--- src/rtl/mips_pkg.sv ---
// Shared MIPS datapath definitions: instruction size, default vectors and the
// next-PC source encoding used by pc_unit.
package mips_pkg;

  localparam int unsigned INSTR_BYTES      = 32'd4;
  localparam logic [31:0] RESET_VECTOR_DEF = 32'h0000_0000;
  localparam logic [31:0] EXC_VECTOR_DEF   = 32'h0000_0180;

  typedef enum logic [2:0] {
    PC_SEQ  = 3'd0,
    PC_BR   = 3'd1,
    PC_J    = 3'd2,
    PC_JR   = 3'd3,
    PC_EXC  = 3'd4,
    PC_HOLD = 3'd5
  } pc_src_e;

endpackage

--- src/rtl/pc_target_calc.sv ---
// Combinational next-PC candidates: pc+INC, branch target, J-format target
// and the JR misalignment flag.
module pc_target_calc
  import mips_pkg::*;
#(
  parameter int unsigned WIDTH = 32,
  parameter int unsigned INC   = INSTR_BYTES
) (
  input  logic [WIDTH-1:0] pc_i,
  input  logic [15:0]      branch_off_i,
  input  logic [25:0]      jump_tgt_i,
  input  logic [1:0]       jr_low_i,
  output logic [WIDTH-1:0] pc_plus_inc_o,
  output logic [WIDTH-1:0] br_target_o,
  output logic [WIDTH-1:0] j_target_o,
  output logic             jr_misalign_o
);

  localparam logic [WIDTH-1:0] INC_W = WIDTH'(INC);

  logic [WIDTH-1:0] br_off_ext_s;

  assign pc_plus_inc_o = pc_i + INC_W;
  assign br_off_ext_s  = {{(WIDTH-18){branch_off_i[15]}}, branch_off_i, 2'b00};
  assign br_target_o   = pc_plus_inc_o + br_off_ext_s;
  assign jr_misalign_o = (jr_low_i != 2'b00);

  // At the minimum width the J target has no region bits to carry over.
  if (WIDTH > 28) begin : g_region
    assign j_target_o = {pc_plus_inc_o[WIDTH-1:28], jump_tgt_i, 2'b00};
  end else begin : g_noregion
    assign j_target_o = {jump_tgt_i, 2'b00};
  end

endmodule

--- src/rtl/pc_unit.sv ---
// Registered program counter with branch/jump/JR/exception select, EPC capture
// and misaligned-JR detection. Define PC_UNIT_DELAY_SLOT_EN for branch delay slots.
module pc_unit
  import mips_pkg::*;
#(
  parameter int unsigned WIDTH        = 32,
  parameter int unsigned INC          = INSTR_BYTES,
  parameter logic [31:0] RESET_VECTOR = RESET_VECTOR_DEF,
  parameter logic [31:0] EXC_VECTOR   = EXC_VECTOR_DEF
) (
  input  logic             clk,
  input  logic             reset,
  input  logic             stall,
  input  logic             branch_taken,
  input  logic [15:0]      branch_off,
  input  logic             jump,
  input  logic [25:0]      jump_tgt,
  input  logic             jump_reg,
  input  logic [WIDTH-1:0] jr_addr,
  input  logic             exception,
  output logic [WIDTH-1:0] pc,
  output logic [WIDTH-1:0] pc_plus_inc,
  output logic [WIDTH-1:0] epc,
  output logic             addr_err
);

  localparam logic [WIDTH-1:0] RST_W = WIDTH'(RESET_VECTOR);
  localparam logic [WIDTH-1:0] EXC_W = WIDTH'(EXC_VECTOR);

  logic [WIDTH-1:0] pc_q, pc_d, epc_q, epc_d;
  logic             addr_err_q;
  logic [WIDTH-1:0] br_target_s, j_target_s, redir_s;
  logic             jr_misalign_s, addr_err_s;
  pc_src_e          pc_src_s;
`ifdef PC_UNIT_DELAY_SLOT_EN
  logic             pend_q, pend_d;
  logic [WIDTH-1:0] ptgt_q, ptgt_d;
`endif

  pc_target_calc #(.WIDTH(WIDTH), .INC(INC)) u_calc (
    .pc_i          (pc_q),
    .branch_off_i  (branch_off),
    .jump_tgt_i    (jump_tgt),
    .jr_low_i      (jr_addr[1:0]),
    .pc_plus_inc_o (pc_plus_inc),
    .br_target_o   (br_target_s),
    .j_target_o    (j_target_s),
    .jr_misalign_o (jr_misalign_s)
  );

  assign addr_err_s = jump_reg & jr_misalign_s;

  // Priority select of the next-PC source.
  always_comb begin
    pc_src_s = PC_SEQ;
    if (exception || addr_err_s) begin
      pc_src_s = PC_EXC;
    end else if (stall) begin
      pc_src_s = PC_HOLD;
    end else if (jump_reg) begin
      pc_src_s = PC_JR;
    end else if (jump) begin
      pc_src_s = PC_J;
    end else if (branch_taken) begin
      pc_src_s = PC_BR;
    end else begin
      pc_src_s = PC_SEQ;
    end
  end

  // Redirect target for the selected source.
  always_comb begin
    redir_s = pc_plus_inc;
    case (pc_src_s)
      PC_JR:   redir_s = jr_addr;
      PC_J:    redir_s = j_target_s;
      PC_BR:   redir_s = br_target_s;
      default: redir_s = pc_plus_inc;
    endcase
  end

  // Next-state for PC, EPC and the delay-slot pending target.
  always_comb begin
    pc_d  = pc_q;
    epc_d = epc_q;
`ifdef PC_UNIT_DELAY_SLOT_EN
    pend_d = pend_q;
    ptgt_d = ptgt_q;
`endif
    case (pc_src_s)
      PC_EXC: begin
        pc_d  = EXC_W;
        epc_d = pc_q;
`ifdef PC_UNIT_DELAY_SLOT_EN
        pend_d = 1'b0;
`endif
      end
      PC_HOLD: pc_d = pc_q;
      PC_SEQ, PC_JR, PC_J, PC_BR: begin
`ifdef PC_UNIT_DELAY_SLOT_EN
        // A request made while a redirect is pending sits in the delay slot and is dropped.
        if (pend_q) begin
          pc_d   = ptgt_q;
          pend_d = 1'b0;
        end else if (pc_src_s != PC_SEQ) begin
          pc_d   = pc_plus_inc;
          ptgt_d = redir_s;
          pend_d = 1'b1;
        end else begin
          pc_d = pc_plus_inc;
        end
`else
        pc_d = redir_s;
`endif
      end
      default: pc_d = pc_q;
    endcase
  end

  // State registers with synchronous reset.
  always_ff @(posedge clk) begin
    if (reset) begin
      pc_q       <= RST_W;
      epc_q      <= '0;
      addr_err_q <= 1'b0;
`ifdef PC_UNIT_DELAY_SLOT_EN
      pend_q     <= 1'b0;
      ptgt_q     <= '0;
`endif
    end else begin
      pc_q       <= pc_d;
      epc_q      <= epc_d;
      addr_err_q <= addr_err_s;
`ifdef PC_UNIT_DELAY_SLOT_EN
      pend_q     <= pend_d;
      ptgt_q     <= ptgt_d;
`endif
    end
  end

  assign pc       = pc_q;
  assign epc      = epc_q;
  assign addr_err = addr_err_q;

endmodule

--- config.mk ---
export PLATFORM = sky130hd
export DESIGN_NAME = pc_unit
export DESIGN_NICKNAME = d
export VERILOG_FILES = /design/src/rtl/mips_pkg.sv /design/src/rtl/pc_target_calc.sv /design/src/rtl/pc_unit.sv
export SDC_FILE = /design/constraint.sdc
export NUM_CORES = 1
export LEC_CHECK = 0
export ABC_AREA = 1
export BUFFER_PORTS_ARGS = -buffer_cell sky130_fd_sc_hd__buf_4
export CORE_MARGIN = 2
export CORE_UTILIZATION = 55
export CTS_BUF_LIST = sky130_fd_sc_hd__clkbuf_8
export DETAILED_ROUTE_END_ITERATION = 7
export GPL_TIMING_DRIVEN = 0
export HOLD_SLACK_MARGIN = 0.12
export PLACE_DENSITY = 0.83
export SLEW_MARGIN = 0
export SYNTH_ARGS = -nofsm -noshare
export SYNTH_HDL_FRONTEND = slang
export SYNTH_HIERARCHICAL = 1
export SYNTH_SLANG_ARGS = --single-unit
--- constraint.sdc ---
create_clock -name clk -period 3.1 [get_ports clk]
set_input_delay 0.155 -clock clk [delete_from_list [all_inputs] [get_ports clk]]
set_output_delay 0.155 -clock clk [all_outputs]
set_load 0.005 [all_outputs]
== After elaboration in Yosys (flattened, before gate mapping) ==
Cells that the tools add are included.

* Flip-flop bits (word level): 65
* Input port bits: 81
* Output and inout bits: 97
* Word-level logic and storage cells: 22

* $add $sub $neg: 2
* Eq/ne operators: 4
* Mux-type cells: 7
* Bitwise operators: 1
* Reductions and logical operators: 5

{| class="wikitable"
|+ Operator list
! kind !! count
|-
| $pmux 32 s3 || 1
|-
| $pmux 32 s2 || 1
|-
| $add 32x3->32 const B || 1
|-
| $add 32x32->32 || 1
|-
| $eq 3x2->1 const B || 2
|-
| $mux 3 || 2
|-
| $mux 2 || 2
|-
| $reduce_bool 2->1 || 2
|-
| $reduce_or 4->1 || 1
|-
| $eq 3x1->1 const B || 1
|-
| $eq 3x3->1 const B || 1
|-
| $logic_not 3->1 || 1
|-
| $and 1x1->1 || 1
|-
| $logic_or 1x1->1 || 1
|-
| $mux 1 || 1
|}

== Longest topological paths before layout ==
* Depth after elaboration: 8
* Gate-level depth with buffers: 24
* Mapped depth without buffers: 24

== Modules after synthesis ==
Netlist, hierarchy kept.

{| class="wikitable"
|+ Modules (own cells, without submodules)
! module !! times used !! cells each !! area an instance (sq um) !! seq. area each (sq um)
|-
| pc_unit || 1 || 577 || 3585.9 || 1301.2
|-
| pc_target_calc || 1 || 553 || 3005.4 || 0.0
|}

== Worst setup path after synthesis ==
Ideal clock, no wire load.

* Kind: flip-flop to flip-flop
* Start: register pc_q[2], in the netlist pc[2]
* End: register pc_q[31], in the netlist pc[31]
* Setup time: 0.070 ns
* Arrival time: 2.796 ns
* Data required time: 3.030 ns
* Path slack: 0.233 ns
* Stages on the path, launching flop included: 23
* Path buffers: 0
* Clock period less this slack: 2.867 ns
* Path through: dfxtp_1 -> ha_1 -> nand2_1 -> inv_2 -> nand2_2 -> nor3_2 -> nand2_1 -> nor2_4 -> nand2_2 -> xnor2_2 -> ha_1 -> nand2_1 -> nor2_1 -> nand2_1 -> nor2_1 -> nand2_1 -> nand3_1 -> nand2_1 -> nand2_1 -> nand4_1 -> nand3_1 -> nand2_1 -> a21oi_1

* Longest elaborated chain between the ends: 4

{| class="wikitable"
|+ Ends and longest elaborated chain
! item !! RTL line !! text
|-
| start: declaration || pc_unit.sv:30 || <nowiki>logic [WIDTH-1:0] pc_q, pc_d, epc_q, epc_d;</nowiki>
|-
| start signal: assignment || pc_unit.sv:131 || <nowiki>pc_q <= pc_d;</nowiki>
|-
| $add 32x3->32 || pc_target_calc.sv:23 || <nowiki>assign pc_plus_inc_o = pc_i + INC_W;</nowiki>
|-
| named net pc_plus_inc[26] || pc_unit.sv:22 || <nowiki>output logic [WIDTH-1:0] pc_plus_inc,</nowiki>
|-
| $add 32x32->32 || pc_target_calc.sv:25 || <nowiki>assign br_target_o = pc_plus_inc_o + br_off_ext_s;</nowiki>
|-
| named net br_target_s[31] || pc_unit.sv:32 || <nowiki>logic [WIDTH-1:0] br_target_s, j_target_s, redir_s;</nowiki>
|-
| $pmux 32 s3 || pc_unit.sv:74 || <nowiki>case (pc_src_s)</nowiki>
|-
| $pmux 32 s2 || pc_unit.sv:90 || <nowiki>case (pc_src_s)</nowiki>
|}

The timed path passes the listed nets, and every way through them passes these cells.
A chain may end at the register's enable or synchronous reset.

== Final worst setup path ==
* Start: register pc_q[3], in the netlist pc[3]
* End: register pc_q[23], in the netlist pc[23]

* Longest elaborated chain between the ends: 4

{| class="wikitable"
|+ Ends and longest elaborated chain
! item !! RTL line
|-
| $add 32x3->32 || pc_target_calc.sv:23
|-
| $add 32x32->32 || pc_target_calc.sv:25
|-
| named net br_target_s[23] || pc_unit.sv:32
|-
| $pmux 32 s3 || pc_unit.sv:74
|-
| $pmux 32 s2 || pc_unit.sv:90
|}

The timed path passes the listed nets, and every way through them passes these cells.

==> out/qor.txt <==
status: complete, but fails checks
failing checks: DRC, setup timing
Worst R2R End: pc[23]
M3 GR Usage: 7.23%
Worst Path Required: 3380 ps
vias per inst: 5.92
Hold Slack: 185 ps
Buffers on Ports: 151
Top FF cell, synth: dfxtp_1
cell chain of the critical path: ha_4, nand2_2, inv_2, nand2_4, nor3_4, buf_4, xor2_4, ha_4, nand2_1, inv_2, nand2_1, nor3_2, nand2_1, nand2_2, nand2_1, nand2_1, xor2_1, nand4_1, nand3_1, nand2_1, a21oi_2
die span in x: 113 um
Yosys top cell area share: 19.7%
H-tree depth: 3
total core area: 11600 um^2
reg2reg path depth: 21
most frequent cells in the layout: nand2_1, buf_4, nor2_1
RSZ-0062 raised after global routing: yes
total CTS buffers: 9
dominant cells by area after synthesis: dfxtp_1, nand2_1, nor2_1
Worst-Margin Slew: 615 ps
path type of the worst setup path: reg2reg
Die Y: 113 um
detailed-placement wirelength estimate: 18.8 mm
worst r2r src: pc[3]
gr ovfl total: 0
Critical Path Sink Type: flip-flop
antenna violations before repair: 0
count of different cell masters after synthesis: 38
NumNets Final: 1447
Vias: 8762
Site Rows: 39
WP data arrival: 3490 ps
delay-heaviest family, CP: simple AND/OR/NAND/NOR gates
layout cells sized above 1: 34.4%
CTS tree: built
initial core utilization: 57.0%
Slew Limit Fails: 0
setup TNS: -342 ps
GRT met1 Usage: 49.2%
PnR worst setup slack: -112 ps
clk root buf: clkbuf_8
CP most frequent cell: nand2_1
r2r setup slk: -110 ps
CTS sink count: 65
synthesized flop and latch total: 65
Multi-input gate area: 5230 um^2
I/O Pins: 178
max incr delay on CP: 390 ps
antenna fix cells: 0
DRC viols: 2
register area: 1360 um^2
vias in the first global route: 7742
CP endpoint: pc[23]
Final period util: 104%
overall routing resource usage: 38.3%
worst vdd ir: 0.000322 V
HP Class: in2reg
Max Cap Viol: 0
Leakage: 0.00463 uW
Final Total Pwr: 2300 uW
Setup WS pre-CTS: -483 ps
Clock Path Buffers: 2
EDFF count, synth: 0
Clock Latency Late Sink: 360 ps
Critical path origin: pc[3]
max_slew headroom: 59.0%
fin cells: 1480
clock-pin slew on the worst setup and hold paths: 80 ps
largest net degree at the start of global routing: 17
Layout Skew: 13.6 ps
die area: 12900 um^2
Levels on crit path: 21
worst path bufs/invs: 3
pwr dens: 244 nW/um^2
Syn Std Cell Area: 6590 um^2
Post-DRT Antenna Nets: 0
global-route wire length before repair: 39.0 mm
GR Util met2: 62.8%
GR peak layer: met2
Synth area leader: dfxtp_1
# fillers: 808
Cells after Synth: 1130
CP max-delay cell: dfxtp_4
Hold Path Origin: jump_tgt[6]
startpoint types: flip-flop
FFs w/ async S/R, synth: 0%
final setup vio count: 7
most common cell after layout, fill and taps aside: nand2_1
Cells after DPL: 1425
post-layout min period: 3210 ps
syn avg cell area: 5.83 um^2
WL/cell: 18.3 um
routability cong.: 0.956
area grow syn2layout: 43.0%
Worst Path Max Fanout: 4
Seq/Total Area, Yosys: 19.7%
fmax: 311 MHz
Hold Fails Final Rpt: 0
Post-Route WL: 27.1 mm
Ys Warns: 6
DRT Pass-1 Iters: 8
1st-iter DRT viols: 1204
-- timing repair --
| item | CTS | global route |
|---|---|---|
| hold buffers | 1 | 0 |
| endpoints found under the setup margin | 20 | 20 |
| gates resized for setup | 119 | 122 |
| buffers inserted | 25 | 13 |
| pin swaps | 30 | 45 |
| hold endpoints to repair | 1 | 0 |
-- worst min-delay path: stages --
cell and delay, ps:
buf_4 90, nand2_1 40, nand3_1 70, nor2_1 80, nor2_1 80
-- sequential cells by signal, summed over array words and instances, names as in the netlist --
name,flops
addr_err,1
epc,32
pc,32
-- kinds of logic after synthesis --
group | count (synthesis) | share of synthesized area (%)
buf+inv | 228 | 15.4
compound gates | 143 | 11.2
other cells | 1 | 0.0569
xor+xnor | 42 | 5.81
flops | 65 | 19.7
fa+ha+maj | 34 | 6.57
simple gates | 617 | 41.2
-- report_power, final --
group	total (uW)	switching, uW	internal (uW)
clock	729	342	387
combinational	682	406	276
sequential	885	28.4	857
total	2300	776	1520
-- Yosys cell counts (all sizes together), types with 13 or more instances --
| cell type | number |
|---|---|
| nand4 | 71 |
| nand2 | 272 |
| nand3 | 64 |
| xor2 | 29 |
| xnor2 | 13 |
| nor2 | 197 |
| inv | 145 |
| dfxtp | 65 |
| a21oi | 90 |
| ha | 33 |
| o21ai | 45 |
| buf | 53 |
| clkbuf | 28 |
-- stage by stage --
step	utilization, %	area (um^2)
after global routing	81.5	9430
after global placement	68.4	7910
final	81.5	9430
after floorplan	-	6600
after detailed placement	68.4	7910
after CTS	76.6	8860
-- area by class of cell --
cell class              count  share of cell area [%]
plain buffers              81                    4.91
clock buffers              10                    1.46
clock inverters             6                   0.624
inverters                 147                    5.91
multi-input cells         838                    55.5
flip-flops and latches     65                    14.5
well taps                 143                    1.90
repair buffers            190                    15.2
-- layer usage --
metal  vias up  part of all wire, %
li1       4001                    -
met1      3969                   38
met2       671                   45
met3       121                   12
met4         0                  5.6
met5         -                    0
-- how the worst min path moves through the flow --
stage               slack [ps]       end  cells after the start
floorplan                  220    pc[16]                      1
detailed placement         360    pc[16]                      2
global placement           350    pc[16]                      2
finish                     180     pc[8]                      5
CTS                        170     pc[7]                      5
global route               210  addr_err                      3
No activity file was read; power rests on OpenSTA's default activity.
